===== src/rtl/mmc_pkg.sv =====
`default_nettype none
// ----------------------------------------------------------------------------
// Package : mmc_pkg
// Purpose : shared widths, FSM encoding and request record for masked_mem_ctrl.
//           VCHK states exist only with MMC_READBACK_CHECK_EN.
// Rev     : 1.0
// ----------------------------------------------------------------------------
package mmc_pkg;

  localparam int AW_DEF = 3;
  localparam int DW_DEF = 32;

  typedef enum logic [2:0] {
    ST_IDLE     = 3'd0,
    ST_ISSUE    = 3'd1,
    ST_CAPTURE  = 3'd2,
`ifdef MMC_READBACK_CHECK_EN
    ST_RESP     = 3'd3,
    ST_VCHK_RD  = 3'd4,
    ST_VCHK_CMP = 3'd5
`else
    ST_RESP     = 3'd3
`endif
  } state_t;

  typedef struct packed {
    logic              wr;
    logic [AW_DEF-1:0] addr;
    logic [DW_DEF-1:0] data;
    logic [DW_DEF-1:0] mask;
  } req_t;

endpackage
`default_nettype wire


===== src/rtl/mmc_req_fifo.sv =====
`default_nettype none
// ----------------------------------------------------------------------------
// Module  : mmc_req_fifo
// Purpose : synchronous request FIFO; pointers carry one extra wrap bit.
// Rev     : 1.0
// ----------------------------------------------------------------------------
module mmc_req_fifo
  import mmc_pkg::*;
#(
  parameter int DEPTH = 4
) (
  input  logic                     clk,
  input  logic                     rst_n,
  input  logic                     push,
  input  req_t                     push_req,
  input  logic                     pop,
  output req_t                     pop_req,
  output logic                     full,
  output logic                     empty,
  output logic [$clog2(DEPTH):0]   count
);

  localparam int PW = $clog2(DEPTH);

  logic [PW:0] r_wr_ptr;
  logic [PW:0] r_rd_ptr;
  req_t        r_mem [DEPTH];

  logic w_do_push;
  logic w_do_pop;

  assign w_do_push = push && !full;
  assign w_do_pop  = pop && !empty;

  always_ff @(posedge clk or negedge rst_n) begin
    if (!rst_n) begin
      r_wr_ptr <= '0;
      r_rd_ptr <= '0;
    end else begin
      if (w_do_push) r_wr_ptr <= r_wr_ptr + 1'b1;
      if (w_do_pop)  r_rd_ptr <= r_rd_ptr + 1'b1;
    end
  end

  // Storage needs no reset: entries are only read once the pointers say valid.
  always_ff @(posedge clk) begin
    if (w_do_push) r_mem[r_wr_ptr[PW-1:0]] <= push_req;
  end

  assign pop_req = r_mem[r_rd_ptr[PW-1:0]];
  assign count   = r_wr_ptr - r_rd_ptr;
  assign empty   = (r_wr_ptr == r_rd_ptr);
  assign full    = (r_wr_ptr[PW] != r_rd_ptr[PW]) &&
                   (r_wr_ptr[PW-1:0] == r_rd_ptr[PW-1:0]);

endmodule
`default_nettype wire


===== src/rtl/masked_mem_ctrl.sv =====
`default_nettype none
// ----------------------------------------------------------------------------
// Module  : masked_mem_ctrl
// Purpose : buffers masked-write/read requests and sequences them onto the
//           single-port bit-masked memory. Option: MMC_READBACK_CHECK_EN.
// Rev     : 1.0
// ----------------------------------------------------------------------------
module masked_mem_ctrl
  import mmc_pkg::*;
#(
  parameter int AW         = AW_DEF,
  parameter int DW         = DW_DEF,
  parameter int FIFO_DEPTH = 4
) (
  input  logic          clk,
  input  logic          rst_n,
  input  logic          req_valid,
  output logic          req_ready,
  input  logic          req_wr,
  input  logic [AW-1:0] req_addr,
  input  logic [DW-1:0] req_data,
  input  logic [DW-1:0] req_mask,
  output logic          rsp_valid,
  input  logic          rsp_ready,
  output logic [DW-1:0] rsp_data,
  output logic          mem_enb,
  output logic          mem_wr,
  output logic [AW-1:0] mem_addr,
  output logic [DW-1:0] mem_data,
  output logic [DW-1:0] mem_masked,
  input  logic [DW-1:0] mem_rdata,
  output logic          busy,
  output logic          chk_err
);

  localparam int CW = $clog2(FIFO_DEPTH) + 1;

  state_t        r_state;
  logic          r_cmd_wr;
  req_t          w_push_req;
  req_t          w_head;
  logic          w_full;
  logic          w_empty;
  logic [CW-1:0] w_count;
  logic          w_push;
  logic          w_pop;

  always_comb begin
    w_push_req      = '0;
    w_push_req.wr   = req_wr;
    w_push_req.addr = req_addr;
    w_push_req.data = req_data;
    w_push_req.mask = req_mask;
  end

  // Gating with rst_n keeps req_ready low while reset is held.
  assign req_ready = rst_n && !w_full;
  assign w_push    = req_valid && req_ready;
  assign w_pop     = (r_state == ST_IDLE) && !w_empty;
  assign busy      = (r_state != ST_IDLE) || (w_count != '0);

  mmc_req_fifo #(
    .DEPTH    (FIFO_DEPTH)
  ) u_fifo (
    .clk      (clk),
    .rst_n    (rst_n),
    .push     (w_push),
    .push_req (w_push_req),
    .pop      (w_pop),
    .pop_req  (w_head),
    .full     (w_full),
    .empty    (w_empty),
    .count    (w_count)
  );

`ifdef MMC_READBACK_CHECK_EN
  logic [DW-1:0] r_chk_data;
  logic [DW-1:0] r_chk_mask;
  logic          r_chk_err;
  assign chk_err = r_chk_err;
`else
  assign chk_err = 1'b0;
`endif

  // mem_* are loaded on the transition into an access state so the strobe
  // and its qualifiers are registered and line up with that state.
  always_ff @(posedge clk or negedge rst_n) begin
    if (!rst_n) begin
      r_state    <= ST_IDLE;
      r_cmd_wr   <= 1'b0;
      mem_enb    <= 1'b0;
      mem_wr     <= 1'b0;
      mem_addr   <= '0;
      mem_data   <= '0;
      mem_masked <= '0;
      rsp_valid  <= 1'b0;
      rsp_data   <= '0;
`ifdef MMC_READBACK_CHECK_EN
      r_chk_data <= '0;
      r_chk_mask <= '0;
      r_chk_err  <= 1'b0;
`endif
    end else begin
      case (r_state)
        ST_IDLE: begin
          if (!w_empty) begin
            r_cmd_wr   <= w_head.wr;
            mem_enb    <= 1'b1;
            mem_wr     <= w_head.wr;
            mem_addr   <= w_head.addr;
            mem_data   <= w_head.wr ? w_head.data : '0;
            mem_masked <= w_head.wr ? w_head.mask : '0;
`ifdef MMC_READBACK_CHECK_EN
            r_chk_data <= w_head.data & w_head.mask;
            r_chk_mask <= w_head.mask;
`endif
            r_state    <= ST_ISSUE;
          end
        end

        ST_ISSUE: begin
          mem_enb <= 1'b0;
          if (r_cmd_wr) begin
`ifdef MMC_READBACK_CHECK_EN
            mem_enb    <= 1'b1;
            mem_wr     <= 1'b0;
            mem_data   <= '0;
            mem_masked <= '0;
            r_state    <= ST_VCHK_RD;
`else
            r_state    <= ST_IDLE;
`endif
          end else begin
            r_state <= ST_CAPTURE;
          end
        end

        ST_CAPTURE: begin
          rsp_data  <= mem_rdata;
          rsp_valid <= 1'b1;
          r_state   <= ST_RESP;
        end

        ST_RESP: begin
          if (rsp_ready) begin
            rsp_valid <= 1'b0;
            r_state   <= ST_IDLE;
          end
        end

`ifdef MMC_READBACK_CHECK_EN
        ST_VCHK_RD: begin
          mem_enb <= 1'b0;
          r_state <= ST_VCHK_CMP;
        end

        ST_VCHK_CMP: begin
          if ((mem_rdata & r_chk_mask) != r_chk_data) r_chk_err <= 1'b1;
          r_state <= ST_IDLE;
        end
`endif

        default: begin
          mem_enb <= 1'b0;
          r_state <= ST_IDLE;
        end
      endcase
    end
  end

endmodule
`default_nettype wire

===== config.mk =====
export PLATFORM = sky130hd
export DESIGN_NAME = masked_mem_ctrl
export DESIGN_NICKNAME = d
export VERILOG_FILES = /design/src/rtl/mmc_pkg.sv /design/src/rtl/mmc_req_fifo.sv /design/src/rtl/masked_mem_ctrl.sv
export SDC_FILE = /design/constraint.sdc
export NUM_CORES = 1
export LEC_CHECK = 0
export BUFFER_PORTS_ARGS = -buffer_cell sky130_fd_sc_hd__buf_2
export CAP_MARGIN = 20
export CORE_ASPECT_RATIO = 2
export CORE_MARGIN = 2
export CORE_UTILIZATION = 55
export DETAILED_ROUTE_END_ITERATION = 7
export PLACE_DENSITY = 0.84
export SLEW_MARGIN = 40
export SYNTH_ARGS = -nofsm -noshare
export SYNTH_HDL_FRONTEND = slang
export SYNTH_SLANG_ARGS = --single-unit

===== constraint.sdc =====
create_clock -name clk -period 4.9 [get_ports clk]
set_input_delay 0.735 -clock clk [delete_from_list [all_inputs] [get_ports clk]]
set_output_delay 0.735 -clock clk [all_outputs]
set_load 0.1 [all_outputs]

==> results of run 1 <==
## worst max-delay path: stages (launching register included)
cell,delay (ns)
dfrtp_4,0.78
ha_1,0.35
nand2_1,0.24
o21a_1,0.25
buf_2,0.47
## cell type report
type	count	area [µm²]	area share (%)
Antenna cell	5	12.5	0.0761
Clock buffer	44	855	5.20
Clock inverter	12	83.8	0.510
Inverter	5	21.3	0.129
Multi-Input combinational cell	211	2930	17.8
Sequential cell	382	10900	66.4
Tap cell	336	420	2.56
Timing Repair Buffer	219	1200	7.31
## worst max path at each step
| stage | end | slack (ns) | cells past startpoint |
|---|---|---|---|
| floorplan | u_fifo.r_mem[0][0] | 0.35 | 8 |
| global placement | u_fifo.r_mem[3][42] | 1.66 | 5 |
| detailed placement | u_fifo.r_mem[3][57] | 1.59 | 5 |
| CTS | req_ready | 1.44 | 4 |
| global route | req_ready | 1.34 | 4 |
| finish | req_ready | 1.48 | 4 |
## per-stage QoR
| stage | util (%) | setup WS [ns] | instance area (µm²) | hold slack [ns] |
|---|---|---|---|---|
| 5_1_grt | 65.4 | 1.34 | 16400 | 0.263 |
| 3_5_place_dp | 61.6 | 1.59 | 15500 | 0.462 |
| 2_1_floorplan | - | 0.353 | 14100 | 0.439 |
| 3_3_place_gp | 61.2 | 1.66 | 15400 | 0.464 |
| 4_1_cts | 65.4 | 1.44 | 16400 | 0.210 |
| 6_report | 65.4 | 1.48 | 16400 | 0.205 |
## cell families (layout without fill, tap and decap cells)
kind of cell | after synthesis | after routing | synth area share (%)
AO/OA/AOI/OAI | 72 | 72 | 4.40
multiplexers | 106 | 106 | 14.4
buffers and inverters | 40 | 280 | 1.75
adder cells (fa/ha/maj) | 8 | 8 | 0.765
XOR/XNOR | 7 | 7 | 0.489
other | 1 | 6 | 0.0267
flip-flops | 382 | 382 | 77.7
AND/OR/NAND/NOR | 17 | 17 | 0.561
## state kept, by name, indices dropped and copies added, names as in the netlist
signal           cells
u_fifo.r_rd_ptr      3
r_state              2
mem_data            32
rsp_data            32
mem_masked          32
rsp_valid            1
r_cmd_wr             1
mem_addr             3
u_fifo.r_mem       272
u_fifo.r_wr_ptr      3
mem_enb              1
## Yosys cell counts (2+ instances only)
| cell type | n |
|---|---|
| mux2_1 | 27 |
| nand2_1 | 9 |
| a22o_1 | 63 |
| nand2b_1 | 2 |
| mux4_2 | 52 |
| o21ai_0 | 2 |
| dfrtp_1 | 110 |
| ha_1 | 7 |
| o211ai_1 | 2 |
| and3_1 | 3 |
| buf_2 | 13 |
| buf_6 | 8 |
| mux2_2 | 10 |
| nor2_1 | 2 |
| xnor2_1 | 6 |
| clkbuf_1 | 12 |
| edfxtp_1 | 272 |
| mux4_1 | 16 |
| inv_1 | 5 |
## metal layers
layer	part of all wire [%]	global-route usage, %	vias to the layer above
li1	-	-	3017
met1	36	26.8	3589
met2	55	37.2	303
met3	5.8	2.74	62
met4	3.9	10.3	2
met5	0.039	0	-
==> results by group, run 1 <==
Clock network
  – Clk Tree Root Cell: clkbuf_16
  – H-tree levels: 1
  – Register clock-pin slew on the reported worst setup and hold paths: about 0.080 ns
  – Sink Count: ~380
  – TritonCTS clock tree: built
  – Setup bufs post-CTS: 0
  – Clk buf depth: 3
  – CTS Buf Count: 30
  – Clock latency on the worst-skew pair: 0.57 ns
  – CTS resizes: 0
  – Hold buffer count at cts: 0

Placed design
  – Placed cell count: 1,153
  – Port buffer count: around 210
  – Dpl hpwl: 17,600 µm
  – Global placer's final weighted congestion: 0.789

Timing
  – Setup Total Neg Slack: 0 ns
  – Unrepaired setup endpoints after global routing: no
  – Fin crit share: roughly 70%
  – Slew Viols, Final: 0
  – Final setup fails: 0
  – Fmax: just under 0.3 GHz
  – Min Clock Period, post-route: ~3.4 ns
  – Slew headroom: between 40 and 50%
  – Final Skew: ~0.017 ns
  – Transition time of the tightest slew-check pin: approximately 0.81 ns
  – Final hold violation count: 0

Final layout
  – Layout Area Growth over Synthesis: 17.0%
  – Most common cell after layout, fill and taps aside: edfxtp_1
  – Fillers: 1,659
  – Final Non-Filler Cells: 1,214
  – Layout cells sized above 1: between 30% and 40%
  – Net total in the final layout: 961
  – Most frequent cells in the layout: 272 x edfxtp_1, 206 x buf_2, 108 x dfrtp_1

Die
  – # rows: 82
  – Core ar.: about 25,000 µm²
  – Chip height: about 230 µm
  – Initial Utilization: 55.9%
  – Die X: around 120 µm
  – DIE AREA: ~27,000 µm²
  – Num ports: 209

Detailed routing
  – ANT nets after route: 0
  – Routed wire length: between 20,000 and 30,000 µm
  – DR iter-0 viols: around 570
  – Remaining DRCs: 0
  – Via density: between 5 and 6
  – Vias: between 6,000 and 7,000
  – DR pass1 iterations: 5
  – Wire per inst: approximately 23 µm

Critical path
  – R2R Setup Slk: roughly 1.8 ns
  – Critical path fanouts, max: 31
  – Worst EP required: 4.16 ns
  – RR Startpoint: u_fifo.r_rd_ptr[0]
  – Worst Setup SP: u_fifo.r_rd_ptr[0]
  – Crit path arrival time: approximately 2.7 ns
  – Reg2reg end: u_fifo.r_mem[3][53]
  – CP Launch Type: flip-flop
  – Worst Reg-to-Reg Cells: 5
  – Critical path type: reg2out
  – CP endpoint kind: output port

Synthesis
  – Area contributors post-synth: edfxtp_1 58%, dfrtp_1 20%, mux4_2 8.3%
  – Total number of yosys warnings: 0
  – Synthesized Nets: approximately 750
  – Syn_area_per_cell: 22.2 µm²
  – Most used DFF post-synth: edfxtp_1
  – Netlist Area Pre-Place: about 14,000 µm²
  – Register bit total from synthesis: approximately 380
  – Yosys top cell area share: just under 60%
  – Sequential share of the synthesized area: between 70 and 80%
  – Post-synth ARST share: roughly 29%
  – Unique masters post-synth: 31
  – Yosys top cell by area: edfxtp_1
  – Number of enable flip-flop cells after synthesis: approximately 270
  – Post-Syn Instances: around 630

Global routing
  – Gr usage total: between 20 and 25%
  – Total grt overflow: 0
  – Largest net degree at the start of global routing: 72
  – Antenna violations before repair: 6
  – Vias in the first global route: about 7,300
  – First-pass GRT wire length: approximately 43,000 µm

Job
  – Max_cap viols: 0

Hold path
  – Hold/Removal Path Class: in2async

Status
  – Status: complete, no violations
Power of run 1 is left out: the tool's default activity adds up to more than one toggle a clock period on the data nets, which glitch-free logic cannot reach.
==> inputs of run 2 (changes only) <==
--- a/config.mk
+++ b/config.mk
@@ -9,9 +9,9 @@
 export CAP_MARGIN = 20
 export CORE_ASPECT_RATIO = 2
 export CORE_MARGIN = 2
-export CORE_UTILIZATION = 55
+export CORE_UTILIZATION = 51
 export DETAILED_ROUTE_END_ITERATION = 7
-export PLACE_DENSITY = 0.84
+export PLACE_DENSITY = 0.82
 export SLEW_MARGIN = 40
 export SYNTH_ARGS = -nofsm -noshare
 export SYNTH_HDL_FRONTEND = slang
==> constraint.sdc (replaced) <==
create_clock -name clk -period 3.05 [get_ports clk]
set_input_delay 0.4575 -clock clk [delete_from_list [all_inputs] [get_ports clk]]
set_output_delay 0.4575 -clock clk [all_outputs]
set_load 0.1 [all_outputs]
==> results by group, run 2 (synthesis results as in run 1) <==
Status
  – Status: complete, no violations (unchanged)

Final layout
  – Layout Area Growth over Synthesis: 18.4% (was 17.0%)
  – Net total in the final layout: 973 (was 961)
  – Most common cell after layout, fill and taps aside: edfxtp_1 (unchanged)
  – Layout cells sized above 1: 40.1% (was 37.7%)
  – Largest register FFs: 272 (unchanged)
  – Most frequent cells in the layout: 272 x edfxtp_1, 204 x buf_2, 108 x dfrtp_1 (was 272 x edfxtp_1, 206 x buf_2, 108 x dfrtp_1)

Critical path
  – CP Launch Type: flip-flop (unchanged)
  – Critical path fanouts, max: 15 (was 31)
  – CP endpoint kind: output port (unchanged)
  – Crit path arrival time: 2.42 ns (was 2.69 ns)
  – Critical path type: reg2out (unchanged)
  – Worst EP required: 2.59 ns (was 4.16 ns)

Global routing
  – Antenna violations before repair: 4 (was 6)
  – Total grt overflow: 0 (unchanged)
  – Gr usage total: 18.7% (was 21.6%)
  – First-pass GRT wire length: 41,300 µm (was 42,800 µm)
  – Vias in the first global route: 7,277 (was 7,288)
  – Largest net degree at the start of global routing: 81 (was 72)

Clock network
  – Clk Tree Root Cell: clkbuf_16 (unchanged)
  – Clk buf depth: 3 (unchanged)
  – TritonCTS clock tree: built (unchanged)
  – CTS Buf Count: 30 (unchanged)
  – CTS resizes: 0 (unchanged)
  – Sink Count: 382 (unchanged)
  – H-tree levels: 1 (unchanged)
  – Setup bufs post-CTS: 0 (unchanged)
  – Hold buffer count at cts: 0 (unchanged)
  – Register clock-pin slew on the reported worst setup and hold paths: 0.07 ns (was 0.08 ns)
  – Clock latency on the worst-skew pair: 0.55 ns (was 0.57 ns)

Placed design
  – Global placer's final weighted congestion: 0.749 (was 0.789)
  – Dpl hpwl: 17,900 µm (was 17,600 µm)
  – Port buffer count: 207 (unchanged)

Hold path
  – Hold/Removal Path Class: in2async (unchanged)

Die
  – Die X: 121 µm (was 117 µm)
  – Core ar.: 27,300 µm² (was 25,100 µm²)
  – Num ports: 209 (unchanged)
  – # rows: 86 (was 82)
  – Chip height: 239 µm (was 230 µm)
  – Initial Utilization: 51.5% (was 55.9%)
  – DIE AREA: 29,000 µm² (was 26,900 µm²)

Timing
  – Min Clock Period, post-route: between 2 and 3 ns
  – Fmax: 0.348 GHz
  – Final hold violation count: 0 (unchanged)
  – Slew Viols, Final: 0 (unchanged)
  – Min Hold Slack: 0.0124 ns (was 0.205 ns)
  – Setup Total Neg Slack: 0 ns (unchanged)
  – Fin crit share: between 90% and 100%
  – Unrepaired setup endpoints after global routing: no (unchanged)
  – Final Skew: 0.0108 ns (was 0.0172 ns)
  – Final setup fails: 0 (unchanged)
  – Slew headroom: 54.0% (was 46.2%)
  – Transition time of the tightest slew-check pin: 0.691 ns (was 0.807 ns)

Detailed routing
  – Via density: 5.61 (was 5.74)
  – Remaining DRCs: 0 (unchanged)
  – Vias: 6,947 (was 6,973)
  – ANT nets after route: 0 (unchanged)
  – DR pass1 iterations: 5 (unchanged)
  – Wire per inst: 22.1 µm (was 23.3 µm)
  – Routed wire length: 27,400 µm (was 28,300 µm)
  – DR iter-0 viols: 496 (was 573)

Job
  – Max_cap viols: 0 (unchanged)
run 2: final cells by class:
cell class	instances	area [µm²]
Timing Repair Buffer	231	1340
Clock buffer	43	892
Fill cell	1892	10700
Sequential cell	382	10900
Antenna cell	2	5.00
Inverter	5	22.5
Clock inverter	13	90.1
Multi-Input combinational cell	211	2940
Tap cell	352	440
run 2: path summary, 6_finish.rpt:
path,start,slack (ns),endpoint,cells past startpoint
max,u_fifo.r_rd_ptr[0],0.17,busy,5
min,rst_n,0.01,mem_data[28],2
max reg2reg,u_fifo.r_rd_ptr[0],0.60,u_fifo.r_mem[0][22],5
min reg2reg,rsp_data[5],0.49,rsp_data[5],1
max in group asynchronous,rst_n,2.45,u_fifo.r_rd_ptr[1],2
min in group clk,req_mask[18],0.11,u_fifo.r_mem[3][18],1
run 2: critical path, stage by stage, from the launching register on:
cell	delay, ns
dfrtp_4	0.60
ha_1	0.27
fa_1	0.42
xnor2_1	0.18
nand4_1	0.16
buf_12	0.22
run 2: metal layers:
metal / wire length [µm] / vias up / part of all wire [%] / global-route usage [%]
li1: - / 3042 / - / -
met1: 10300 / 3528 / 37 / 23.7
met3: 2420 / 42 / 8.8 / 4.75
met2: 14200 / 327 / 52 / 32.8
met5: 41 / - / 0.15 / 0
met4: 439 / 8 / 1.6 / 3.90
run 2: through the flow:
| stage | instance area [µm²] | utilization, % | instances | setup slack [ns] |
|---|---|---|---|---|
| global route | 16600 | 60.9 | 1237 | 0.0657 |
| floorplan | 14100 | - | 633 | 0.0373 |
| global placement | 15600 | 57.2 | 1179 | 0.665 |
| finish | 16700 | 60.9 | 1239 | 0.173 |
| CTS | 16600 | 60.8 | 1235 | 0.200 |
| detailed placement | 15600 | 57.2 | 1179 | 0.627 |
Power of run 2 is left out for the same reason.
==> inputs of run 3 (changes only) <==
--- a/config.mk
+++ b/config.mk
@@ -6,12 +6,12 @@
 export NUM_CORES = 1
 export LEC_CHECK = 0
 export BUFFER_PORTS_ARGS = -buffer_cell sky130_fd_sc_hd__buf_2
-export CAP_MARGIN = 20
+export CAP_MARGIN = 15
 export CORE_ASPECT_RATIO = 2
 export CORE_MARGIN = 2
 export CORE_UTILIZATION = 51
 export DETAILED_ROUTE_END_ITERATION = 7
-export PLACE_DENSITY = 0.82
+export PLACE_DENSITY_LB_ADDON = 0.05
 export SLEW_MARGIN = 40
 export SYNTH_ARGS = -nofsm -noshare
 export SYNTH_HDL_FRONTEND = slang
==> results by group, run 3 (synthesis results as in run 1) <==
Status
  – Status: complete, no violations (unchanged)

Placed design
  – Placed inst area: 15,600 µm² (about the same)
  – Dpl hpwl: 15,600 µm (was 17,900 µm)
  – Global placer's final weighted congestion: 0.717 (was 0.749)
  – Placed cell count: 1,175 (was 1,179)
  – Dpl ws: 0.809 ns (was 0.627 ns)
  – Port buffer count: 207 (unchanged)

Clock network
  – TritonCTS clock tree: built (unchanged)
  – Clock latency on the worst-skew pair: 0.52 ns (was 0.55 ns)
  – H-tree levels: 2 (was 1)
  – Register clock-pin slew on the reported worst setup and hold paths: 0.07 ns (about the same)
  – Clk buf depth: 3 (unchanged)
  – Clk Tree Root Cell: clkbuf_16 (unchanged)
  – Sink Count: 382 (unchanged)
  – CTS Buf Count: 35 (was 30)
  – CTS resizes: 0 (unchanged)

Global routing
  – Total grt overflow: 0 (unchanged)
  – Largest net degree at the start of global routing: 74 (was 81)
  – First-pass GRT wire length: 41,000 µm (was 41,300 µm)
  – Antenna violations before repair: 2 (was 4)
  – Gr usage total: 19.0% (was 18.7%)
  – Vias in the first global route: 7,146 (was 7,277)

Final layout
  – Most frequent cells in the layout: 272 x edfxtp_1, 206 x buf_2, 108 x dfrtp_1 (was 272 x edfxtp_1, 204 x buf_2, 108 x dfrtp_1)
  – Most common cell after layout, fill and taps aside: edfxtp_1 (unchanged)
  – Area of the multi-input gates: 2940 µm² (unchanged)
  – Fin area: 16,700 µm² (about the same)
  – Largest register FFs: 272 (unchanged)
  – Fillers: 2,020 (was 1,892)
  – Reg area: 10,900 µm² (unchanged)
  – Layout Area Growth over Synthesis: 18.6% (was 18.4%)
  – Final Non-Filler Cells: 1,239 (unchanged)
  – Antenna diode count: 0 (was 2)
  – Net total in the final layout: 973 (unchanged)
  – Layout cells sized above 1: 39.6% (was 40.1%)

Timing
  – Slew headroom: 50.5% (was 54.0%)
  – Fmax: 0.364 GHz (was 0.348 GHz)
  – Transition time of the tightest slew-check pin: 0.743 ns (was 0.691 ns)
  – Min Clock Period, post-route: 2.74 ns (was 2.88 ns)
  – Unrepaired setup endpoints after global routing: no (unchanged)
  – Worst setup margin: 0.305 ns (was 0.173 ns)
  – Setup Total Neg Slack: 0 ns (unchanged)
  – Final setup fails: 0 (unchanged)
  – Final Skew: 0.00860 ns (was 0.0108 ns)
  – Final hold violation count: 0 (unchanged)
  – Fin crit share: 90.0% (was 94.3%)
  – Slew Viols, Final: 0 (unchanged)

Critical path
  – Crit-path cells: ha_1, fa_1, xnor2_1, nand4_1, buf_2 (was ha_1, fa_1, xnor2_1, nand4_1, buf_12)
  – R2R Setup Slk: 0.81 ns (was 0.60 ns)
  – Worst EP required: 2.59 ns (about the same)
  – Critical path fanouts, max: 3 (was 15)
  – Max incr delay on CP: 0.51 ns (was 0.60 ns)
  – Top delay family on crit path: adder cells (unchanged)
  – CP Launch Type: flip-flop (unchanged)
  – Crit path buffers/inverters: 1 (unchanged)
  – Crit path arrival time: 2.29 ns (was 2.42 ns)
  – CP max-delay cell: dfrtp_4 (unchanged)
  – Critical path type: reg2out (unchanged)
  – CP endpoint kind: output port (unchanged)

Detailed routing
  – Vias: 6,808 (was 6,947)
  – Routed wire length: 26,900 µm (was 27,400 µm)
  – Wire per inst: 21.7 µm (was 22.1 µm)
  – ANT nets after route: 0 (unchanged)
  – DR iter-0 viols: 396 (was 496)
  – DR pass1 iterations: 4 (was 5)
  – Remaining DRCs: 0 (unchanged)
  – Via density: 5.49 (was 5.61)

Die
  – Core ar.: 27,300 µm² (unchanged)
  – DIE AREA: 29,000 µm² (unchanged)
  – Chip height: 239 µm (unchanged)
  – Initial Utilization: 51.5% (unchanged)
  – Num ports: 209 (unchanged)
  – # rows: 86 (unchanged)
  – Die X: 121 µm (unchanged)

Hold path
  – Hold/Removal Path Class: in2reg (was in2async)

Job
  – Max_cap viols: 0 (unchanged)
## run 3: area by class of cell
class | count | share of cell area [%]
timing repair buffer | 226 | 7.49
clock buffer | 46 | 5.87
multi-input combinational | 211 | 17.6
tap | 352 | 2.64
sequential | 382 | 65.5
clock inverter | 17 | 0.735
inverter | 5 | 0.135
## run 3: layer usage
layer	track usage, %	vias up	share of wire, %
met2	32.3	191	51
met1	24.7	3528	42
met3	3.72	45	5.0
met5	0	-	0.089
li1	-	3040	-
met4	6.10	4	2.3
## run 3: path summary, 6_finish.rpt
check / from / cells after the start / endpoint
max in group asynchronous: rst_n / 3 / u_fifo.r_rd_ptr[1]
max: u_fifo.r_rd_ptr[0] / 5 / busy
min in group asynchronous: rst_n / 2 / mem_masked[10]
min: req_mask[13] / 1 / u_fifo.r_mem[1][13]
min reg2reg: rsp_data[10] / 1 / rsp_data[10]
max reg2reg: u_fifo.r_rd_ptr[0] / 5 / u_fifo.r_mem[3][49]
## run 3: worst register-to-register path, delay by kind of cell, from the launching register on
kind,cells,cell delay [ns]
buffers and inverters,2,0.60
flip-flops,1,0.51
adder cells (fa/ha/maj),1,0.34
AO/OA/AOI/OAI,1,0.21
AND/OR/NAND/NOR,1,0.17
## run 3: stage by stage
stage          utilization [%]  hold slack [ns]
6_report                  61.0            0.148
5_1_grt                   61.0            0.131
4_1_cts                   61.0            0.120
3_5_place_dp              57.0            0.345
3_3_place_gp              56.9            0.342
2_1_floorplan                -            0.162
## run 3: repair_timing
action	4_1_cts	5_1_grt
hold endpoints to repair	9	0
setup endpoints to repair	0	0
buffers inserted	0	0
hold buffers	1	0
Power of run 3 is left out for the same reason.
